File: config.mk
export PLATFORM = sky130hd
export DESIGN_NAME = multicore_mem_sync
export DESIGN_NICKNAME = d
export VERILOG_FILES = /design/src/rtl/multicore_mem_sync.sv
export SDC_FILE = /design/constraint.sdc
export NUM_CORES = 1
export LEC_CHECK = 0
export ABC_AREA = 1
export CAP_MARGIN = 10
export CORE_ASPECT_RATIO = 1.5
export CORE_MARGIN = 10
export CORE_UTILIZATION = 50
export DETAILED_ROUTE_END_ITERATION = 7
export PLACE_DENSITY_LB_ADDON = 0.1
export REMOVE_ABC_BUFFERS = 1
export SYNTH_ARGS = -nofsm -noshare
export SYNTH_HDL_FRONTEND = slang
export SYNTH_SLANG_ARGS = --single-unit
File: constraint.sdc
create_clock -name clk -period 4.4 [get_ports clk]
set_input_delay 0.88 -clock clk [delete_from_list [all_inputs] [get_ports clk]]
set_output_delay 0.88 -clock clk [all_outputs]
set_load 0.02 [all_outputs]
File: src/rtl/multicore_mem_sync.sv
// multicore_mem_sync: lets NUM_CORES cores share one single-port synchronous RAM.
// Requests are arbitrated round-robin. An access to BARRIER_ADDR parks the
// issuing core until every core has either arrived at the barrier or finished.
// finish_process rises once all cores have reported done.
module multicore_mem_sync #(
  parameter int                NUM_CORES    = 3,
  parameter int                ADDR_W       = 16,
  parameter int                DATA_W       = 16,
  parameter logic [ADDR_W-1:0] BARRIER_ADDR = ADDR_W'(23)
) (
  input  logic                          clk,
  input  logic                          reset,
  input  logic                          start,
  input  logic [NUM_CORES-1:0]          core_req,
  input  logic [NUM_CORES-1:0]          core_we,
  input  logic [NUM_CORES*ADDR_W-1:0]   core_addr,
  input  logic [NUM_CORES*DATA_W-1:0]   core_wdata,
  input  logic [NUM_CORES-1:0]          core_finish,
  output logic [NUM_CORES-1:0]          core_gnt,
  output logic [NUM_CORES-1:0]          core_run,
  output logic [NUM_CORES-1:0]          core_rvalid,
  output logic [DATA_W-1:0]             core_rdata,
  output logic                          ram_read,
  output logic                          ram_write,
  output logic [ADDR_W-1:0]             ram_addr,
  output logic [DATA_W-1:0]             ram_wdata,
  input  logic [DATA_W-1:0]             ram_rdata,
  output logic                          finish_process
);
  localparam int PTR_W = (NUM_CORES > 1) ? $clog2(NUM_CORES) : 1;
  localparam logic [NUM_CORES-1:0] ALL_ONES = '1;

  typedef enum logic [1:0] {S_IDLE, S_RUN, S_DONE} state_e;

  state_e               state_q;
  logic [NUM_CORES-1:0] run_q, run_d;
  logic [NUM_CORES-1:0] done_q, done_d;
  logic [NUM_CORES-1:0] arrived_q, arrived_d;
  logic [PTR_W-1:0]     rr_ptr_q, rr_ptr_d;
  logic                 finish_q;

  logic [NUM_CORES-1:0] eligible, gnt;
  logic                 gnt_any, g_we;
  logic [PTR_W-1:0]     gnt_idx;
  logic [ADDR_W-1:0]    g_addr;
  logic [DATA_W-1:0]    g_wdata;

  // Memory pipeline: stage 1 drives the RAM, stage 2 tags the returning read.
  logic                 ram_read_q, ram_write_q;
  logic [ADDR_W-1:0]    ram_addr_q;
  logic [DATA_W-1:0]    ram_wdata_q;
  logic [NUM_CORES-1:0] rd_oh_q, rvalid_q;

  // Round-robin pick: first eligible core at or after rr_ptr, wrapping around.
  always_comb begin
    int sum;
    sum      = 0;
    eligible = (state_q == S_RUN) ? (core_req & run_q & ~done_q) : '0;
    gnt      = '0;
    gnt_any  = 1'b0;
    gnt_idx  = '0;
    g_we     = 1'b0;
    g_addr   = '0;
    g_wdata  = '0;
    for (int off = 0; off < NUM_CORES; off++) begin
      sum = int'(rr_ptr_q) + off;
      if (sum >= NUM_CORES) sum = sum - NUM_CORES;
      if (!gnt_any && eligible[sum]) begin
        gnt_any  = 1'b1;
        gnt_idx  = PTR_W'(sum);
        gnt[sum] = 1'b1;
        g_we     = core_we[sum];
        g_addr   = core_addr[sum*ADDR_W +: ADDR_W];
        g_wdata  = core_wdata[sum*DATA_W +: DATA_W];
      end
    end
  end

  // Next pointer, barrier parking/release and done tracking while running.
  always_comb begin
    if (gnt_any)
      rr_ptr_d = (gnt_idx == PTR_W'(NUM_CORES - 1)) ? '0 : gnt_idx + 1'b1;
    else
      rr_ptr_d = rr_ptr_q;

    done_d    = done_q | core_finish;
    run_d     = run_q;
    arrived_d = arrived_q;

    // The barrier access itself still goes to RAM; only the core is parked.
    if (gnt_any && (g_addr == BARRIER_ADDR)) begin
      run_d[gnt_idx]     = 1'b0;
      arrived_d[gnt_idx] = 1'b1;
    end

    // Finished cores stand in for arrivals so the rest are never stranded.
    if ((arrived_q | done_q) == ALL_ONES) begin
      run_d     = ~done_d;
      arrived_d = '0;
    end

    run_d = run_d & ~done_d;
  end

  // Control FSM with registered run/done/arrived masks and completion flag.
  always_ff @(posedge clk or posedge reset) begin
    if (reset) begin
      state_q   <= S_IDLE;
      run_q     <= '0;
      done_q    <= '0;
      arrived_q <= '0;
      rr_ptr_q  <= '0;
      finish_q  <= 1'b0;
    end else begin
      case (state_q)
        S_IDLE: begin
          if (start) begin
            state_q <= S_RUN;
            run_q   <= ALL_ONES;
          end
        end
        S_RUN: begin
          run_q     <= run_d;
          done_q    <= done_d;
          arrived_q <= arrived_d;
          rr_ptr_q  <= rr_ptr_d;
          if (done_q == ALL_ONES) begin
            state_q  <= S_DONE;
            finish_q <= 1'b1;
          end
        end
        default: ;
      endcase
    end
  end

  // RAM strobes one cycle after grant, read-valid one cycle after the strobe.
  always_ff @(posedge clk or posedge reset) begin
    if (reset) begin
      ram_read_q  <= 1'b0;
      ram_write_q <= 1'b0;
      ram_addr_q  <= '0;
      ram_wdata_q <= '0;
      rd_oh_q     <= '0;
      rvalid_q    <= '0;
    end else begin
      ram_read_q  <= gnt_any & ~g_we;
      ram_write_q <= gnt_any & g_we;
      if (gnt_any) begin
        ram_addr_q  <= g_addr;
        ram_wdata_q <= g_wdata;
      end
      rd_oh_q  <= (gnt_any && !g_we) ? gnt : '0;
      rvalid_q <= rd_oh_q;
    end
  end

  assign core_gnt       = gnt;
  assign core_run       = run_q;
  assign core_rvalid    = rvalid_q;
  assign core_rdata     = (|rvalid_q) ? ram_rdata : '0;
  assign ram_read       = ram_read_q;
  assign ram_write      = ram_write_q;
  assign ram_addr       = ram_addr_q;
  assign ram_wdata      = ram_wdata_q;
  assign finish_process = finish_q;

endmodule

# Word-level counts from Yosys, hierarchy flattened
# Index checks and enable logic that the tools add are counted.
[word_totals]
latchBits = 0
mem_count = 0
mem_bits_rw = 0
mem_bits_ro = 0
register_bits = 54
out_inout_bits = 60
[op_classes]
n_addsub = 6
order_cmp = 11
mul = 0
reduce_logical = 20
div_mod_pow = 0
n_mux = 60
shift = 6
eq_ne = 7
n_bitwise = 15
[op_table]
columns = ["operator", "n"]
rows = [
  ["$shiftx 48x32->16", 6],
  ["$mux 16", 7],
  ["$ge 32x1->1 const B", 3],
  ["$lt 32x4->1 const B", 3],
  ["$mux 32", 3],
  ["$mux 3", 10],
  ["$mux 1", 22],
  ["$eq 16x5->1 const B", 1],
  ["$or 3x3->3", 5],
  ["$and 3x3->3", 4],
  ["$bmux 1 s2", 6],
  ["$mux 2", 6],
  ["$not 3->3", 3],
  ["$demux 1 s2", 4],
  ["$logic_and 1x1->1", 8],
  ["$reduce_and 2->1", 4],
  ["$sub 3x2->4 const B", 2],
  ["$eq 3x3->1 const B", 2],
  ["$ge 3x2->1 const B", 2],
  ["$pmux 3 s2", 1],
  ["$pmux 2 s2", 1],
  ["$reduce_bool 2->1", 2],
  ["$add 2x1->3 const B", 1],
  ["$add 2x2->3 const B", 1],
  ["other kinds (15)", 18],
]

# Longest topological paths before layout
[logic_depth]
ltp_word = 23
ltp_mapped = 21
ltp_nobuf = 20

# Worst setup path after synthesis
# No wires, ideal clock.
[synth_path]
kind = "input-to-output"
start = "input core_req[2]"
end = "output core_gnt[2]"
stages = 10
t_required_ns = 3.520
slack_ns = 1.463
t_arrival_ns = 2.057
n_path_buf = 1
path_cell_list = "nand2_1 nor2_2 nand3_1 nand2_1 nand2_2 nor2_4 buf_6 inv_1 o21ai_0 nand2_1"
[synth_between]
elab_chain_len = 13
elab_cells_between_ends = 23
[synth_rtl]
columns = ["item", "line_no", "source"]
rows = [
  ["start, declared", "14", "input logic [NUM_CORES-1:0] core_req,"],
  ["$and 3x3->3 (*) (2 in series)", "58", "eligible = (state_q == S_RUN) ? (core_req & run_q & ~done_q) : '0;"],
  ["$mux 3 (*)", "58", ""],
  ["$bmux 1 s2", "68", "if (!gnt_any && eligible[sum]) begin"],
  ["$mux 1 (not written as such) (2 in series)", "68", ""],
  ["$mux 1", "68", ""],
  ["$logic_not 1->1", "68", ""],
  ["$logic_and 1x1->1", "68", ""],
  ["$mux 1", "68", ""],
  ["$logic_not 1->1", "68", ""],
  ["$logic_and 1x1->1", "68", ""],
  ["$mux 3 (*)", "68", ""],
  ["end, declared", "19", "output logic [NUM_CORES-1:0] core_gnt,"],
]
# Mark *: on every way between the ends. The rest lies on a longest branch, timed or not. The select of a mux whose other input is x is not followed.

# Worst setup path in the final report
[layout_path]
start = "register rr_ptr_q[0]"
end = "output core_gnt[2]"
[layout_between]
elab_chain_len = 12
elab_cells_between_ends = 46
[layout_rtl]
columns = ["item", "line_no", "source"]
rows = [
  ["start, declared", "39", "logic [PTR_W-1:0] rr_ptr_q, rr_ptr_d;"],
  ["start signal, assigned", "126", "rr_ptr_q <= rr_ptr_d;"],
  ["parallel branches: the longest is 11 deep, another holds $ge 32x1->1", "-", ""],
  ["$mux 3 (*)", "68", ""],
]
# Every way passes the cells marked *. The select of a mux whose other input is x is not followed.

==> run_summary.xml <==
<?xml version="1.0" encoding="UTF-8"?>
<metrics>
  <group name="outcome">
    <metric name="status" unit="">completed</metric>
  </group>
  <group name="grt">
    <metric name="pin_count_of_the_biggest_net_entering_global_routing" unit="">85</metric>
    <metric name="grt_remaining_overflow" unit="">0</metric>
    <metric name="grt_pass1_wl" unit="mm">33.14</metric>
    <metric name="via_count_of_the_first_global_routing_pass" unit="">6646</metric>
    <metric name="gr-usage-all-layers" unit="%">25.55</metric>
    <metric name="antenna_found_initial" unit="">0</metric>
  </group>
  <group name="cells_and_area">
    <metric name="footprint_of_the_multi_input_gates" unit="mm^2">0.003313</metric>
    <metric name="finalNetCount" unit="">1152</metric>
    <metric name="filler_cell_count" unit="">934</metric>
    <metric name="antenna-diode-count" unit="">0</metric>
    <metric name="synthToLayoutAreaGrowth" unit="%">37.70</metric>
    <metric name="most-common-layout-cells" unit="">nand2_1, clkdlybuf4s50_1, o21ai_0, nor2_1, inv_1</metric>
    <metric name="fin_area" unit="mm^2">0.007321</metric>
    <metric name="layout_commonest_cell" unit="">nand2_1</metric>
    <metric name="non_filler_cells_in_the_finished_layout" unit="">1167</metric>
    <metric name="post_route_cells_drive_above_1_share" unit="%">6.158</metric>
    <metric name="seq_area" unit="mm^2">0.001351</metric>
  </group>
  <group name="route">
    <metric name="detail-route-antenna-nets" unit="">0</metric>
    <metric name="post_drt_wl_per_cell" unit="um">17.01</metric>
    <metric name="avgViaCountPerCell" unit="">5.798</metric>
    <metric name="post-route-drc-count" unit="">0</metric>
    <metric name="postRouteWirelength" unit="mm">19.85</metric>
    <metric name="drt-pass1-iter-count" unit="">5</metric>
    <metric name="vias" unit="">6766</metric>
    <metric name="detailedRoute.firstIterationViolations" unit="">743</metric>
  </group>
  <group name="clocking">
    <metric name="post-cts-setup-buffers" unit="">0</metric>
    <metric name="worst_skew_pair_later_pin_latency" unit="ps">300</metric>
    <metric name="clock_tree.root_cell" unit="">clkbuf_16</metric>
    <metric name="cts.clk_slew.worst_paths" unit="ps">80</metric>
    <metric name="ctsLongestPathBuffers" unit="">2</metric>
    <metric name="cts_buffers" unit="">5</metric>
    <metric name="clock_sink_count" unit="">54</metric>
    <metric name="clock_tree.htree_level_count" unit="">2</metric>
    <metric name="postCtsHoldBufs" unit="">0</metric>
    <metric name="tritoncts" unit="">done</metric>
    <metric name="post_cts.resized_instances" unit="">0</metric>
  </group>
  <group name="logic_synthesis">
    <metric name="synth.avg_cell_area" unit="um^2">6.048</metric>
    <metric name="share_of_flip_flops_with_an_asynchronous_set_or_reset" unit="%">100.0</metric>
    <metric name="synth.lib_cells_used.distinct" unit="">42</metric>
    <metric name="number_of_enable_type_register_cells_in_the_synthesized_netlist" unit="">0</metric>
    <metric name="yosys_most_used_dff" unit="">dfrtp_1</metric>
    <metric name="number_of_synthesis_warnings" unit="">0</metric>
    <metric name="yosysSeqAreaShare" unit="%">25.42</metric>
    <metric name="post_synth_instance_area" unit="mm^2">0.005316</metric>
    <metric name="syn_inst" unit="">879</metric>
    <metric name="synth-seq-cells" unit="">54</metric>
  </group>
  <group name="critical_path">
    <metric name="worst_path_max_delay_cell" unit="">clkdlybuf4s50_1</metric>
    <metric name="critical_path.top_delay_family" unit="">buffers and inverters</metric>
    <metric name="worst_r2r_path_depth" unit="">17</metric>
    <metric name="critical_path.max_fanout" unit="">29</metric>
    <metric name="cp_data_arrival_time" unit="ps">3120</metric>
    <metric name="worstSetupEndpointType" unit="">output pin</metric>
    <metric name="timing.critical_path.cells" unit="">inv_1 &gt; ha_2 &gt; inv_2 &gt; nand2_1 &gt; inv_2 &gt; nand3_1 &gt; nand2_1 &gt; inv_2 &gt; nor2_4 &gt; nand2_1 &gt; nand2_1 &gt; clkdlybuf4s50_1</metric>
    <metric name="cpMostUsedCell" unit="">nand2_1</metric>
    <metric name="reg2reg_slack" unit="ps">940</metric>
    <metric name="worstReg2RegEnd" unit="">core_run[2]</metric>
    <metric name="r2r-start" unit="">rr_ptr_q[0]</metric>
    <metric name="critPathMaxStageDelay" unit="ps">600</metric>
    <metric name="worstPathBufferInverterCount" unit="">5</metric>
    <metric name="required" unit="ps">3520</metric>
    <metric name="timing.setup.critical_path_class" unit="">flip-flop to output pin</metric>
    <metric name="worst_setup_path_start_kind" unit="">flip-flop</metric>
  </group>
  <group name="sta">
    <metric name="timing.clock.skew" unit="ps">11.81</metric>
    <metric name="slew_headroom" unit="%">44.91</metric>
    <metric name="fin_setup_tns" unit="ps">0</metric>
    <metric name="final.period_utilization" unit="%">90.88</metric>
    <metric name="grt_setup_unrepaired" unit="">no</metric>
    <metric name="slew_at_the_pin_closest_to_its_max_slew_limit" unit="ps">826.3</metric>
    <metric name="layout_min_cycle_time" unit="ps">3999</metric>
    <metric name="timing_hold_violations_final" unit="">0</metric>
    <metric name="timing_max_transition_violations_final" unit="">0</metric>
    <metric name="worst_hold_slack" unit="ps">349.3</metric>
    <metric name="report.final.setup_viol" unit="">0</metric>
    <metric name="fmax" unit="MHz">250.1</metric>
  </group>
  <group name="placed_design">
    <metric name="place.gp.congestion" unit="">0.8816</metric>
    <metric name="dp.cells" unit="">1159</metric>
    <metric name="port_buffers" unit="">183</metric>
    <metric name="place.detailed.hpwl" unit="mm">14.08</metric>
    <metric name="postPlaceCellArea" unit="mm^2">0.007148</metric>
  </group>
  <group name="pwr">
    <metric name="power_density" unit="mW/mm^2">891.1</metric>
    <metric name="power.total" unit="mW">6.524</metric>
    <metric name="vdd_drop_max" unit="V">0.0003716</metric>
    <metric name="power.leakage" unit="nW">3.296</metric>
  </group>
  <group name="floorplan">
    <metric name="core-area" unit="mm^2">0.01048</metric>
    <metric name="floorplan.die_area" unit="mm^2">0.01524</metric>
    <metric name="io-pin-count" unit="">184</metric>
    <metric name="fp.dieW" unit="um">104.2</metric>
    <metric name="chipHeight" unit="um">146.3</metric>
    <metric name="initial_core_util" unit="%">50.75</metric>
    <metric name="placement_rows" unit="">46</metric>
  </group>
  <group name="flow_run">
    <metric name="max_cap_viol_count" unit="">0</metric>
  </group>
  <group name="worst_hold_path">
    <metric name="hold_depth" unit="">0</metric>
    <metric name="holdCritStartpoint" unit="">rd_oh_q[1]</metric>
    <metric name="hold_class" unit="">flip-flop to flip-flop</metric>
    <metric name="whs_endpoint" unit="">core_rvalid[1]</metric>
  </group>
</metrics>
==> metrics by stage <==
| stage | worst slack (ps) | utilization, % |
|---|---|---|
| after floorplan | -686.4 | - |
| after global placement | 435.0 | 68.24 |
| after detailed placement | 412.2 | 68.24 |
| after CTS | 410.2 | 69.89 |
| after global routing | 207.9 | 69.89 |
| final | 401.1 | 69.89 |
==> logic make-up (layout without fill, tap and decap cells) <==
family / Yosys count / count (layout) / share of synthesized area, %
adders and majority gates: 6 / 6 / 1.412
DFF: 54 / 54 / 25.42
and+or+nand+nor: 419 / 419 / 34.31
AOI/OAI and AO/OA: 246 / 246 / 26.41
buffers and inverters: 154 / 298 / 12.45
==> per-layer routing <==
layer / vias up / GRT usage (%) / share of wire, %
met3: 55 / 5.463 / 8.4
met1: 3101 / 30.43 / 39
met2: 364 / 43.54 / 49
met4: 0 / 10.27 / 3.4
li1: 3246 / - / -
met5: - / 0 / 0
==> how the worst max path moves through the flow <==
stage	start	end	cells past startpoint
6_report	rr_ptr_q[0]	core_gnt[2]	12
4_1_cts	core_req[2]	core_gnt[1]	13
2_1_floorplan	rr_ptr_q[1]	core_gnt[2]	11
5_1_grt	rr_ptr_q[0]	core_gnt[2]	12
3_5_place_dp	core_req[2]	core_gnt[1]	13
3_3_place_gp	core_req[2]	core_gnt[1]	13
==> layout make-up <==
| type | instances | area share, % |
|---|---|---|
| clock inverters | 3 | 0.6495 |
| well taps | 144 | 2.461 |
| repair buffers | 201 | 26.87 |
| flip-flops and latches | 54 | 18.46 |
| clock buffers | 5 | 1.709 |
| inverters | 89 | 4.598 |
| multi-input cells | 671 | 45.26 |
==> registers in the layout (all words and copies together), names as in the netlist, 2 cells and up <==
signal       flops
ram_addr        16
rr_ptr_q         2
ram_wdata       16
core_run         3
core_rvalid      3
arrived_q        3
rd_oh_q          3
done_q           3
state_q          2
==> report_power, final <==
group | internal [mW] | leakage (nW) | total, mW | switching (mW)
logic | 1.81 | 2.54 | 5.15 | 3.34
registers | 0.745 | 0.673 | 0.891 | 0.146
clock network | 0.272 | 0.0844 | 0.479 | 0.206
total | 2.83 | 3.30 | 6.52 | 3.69
==> cells in the mapped netlist (all sizes together), types with 2 or more instances <==
| cell | number | share of area, % |
|---|---|---|
| o211ai | 9 | 1.4 |
| ha | 6 | 1.4 |
| o21ai | 100 | 9.4 |
| nor2 | 95 | 7.2 |
| o311ai | 2 | 0.33 |
| a21oi | 78 | 7.3 |
| a211oi | 2 | 0.28 |
| nand3 | 76 | 7.2 |
| nand4 | 12 | 1.4 |
| or2 | 10 | 1.2 |
| o2111ai | 16 | 2.6 |
| buf | 32 | 3.8 |
| o22ai | 26 | 3.1 |
| a21boi | 3 | 0.42 |
| clkbuf | 33 | 2.3 |
| a221oi | 2 | 0.33 |
| inv | 88 | 6.3 |
| dfrtp | 54 | 25 |
| nand2 | 206 | 15 |
| nor3 | 18 | 1.7 |
| a311oi | 3 | 0.49 |
==> worst reg2reg max path, cell delays in order (launching register included) <==
cell	delay, ps
dfrtp_1	440
inv_1	140
ha_2	220
buf_4	520
nor2_1	300
inv_2	430
nor2_1	80
nor3_1	340
nand3_1	210
nand2_1	110
nor2_1	50
nand2_1	100
nor2_2	70
nand3_1	110
nand2_1	60
nand2_1	60
nand2_1	50
a21oi_1	110
No activity file was read; power rests on OpenSTA's default activity.
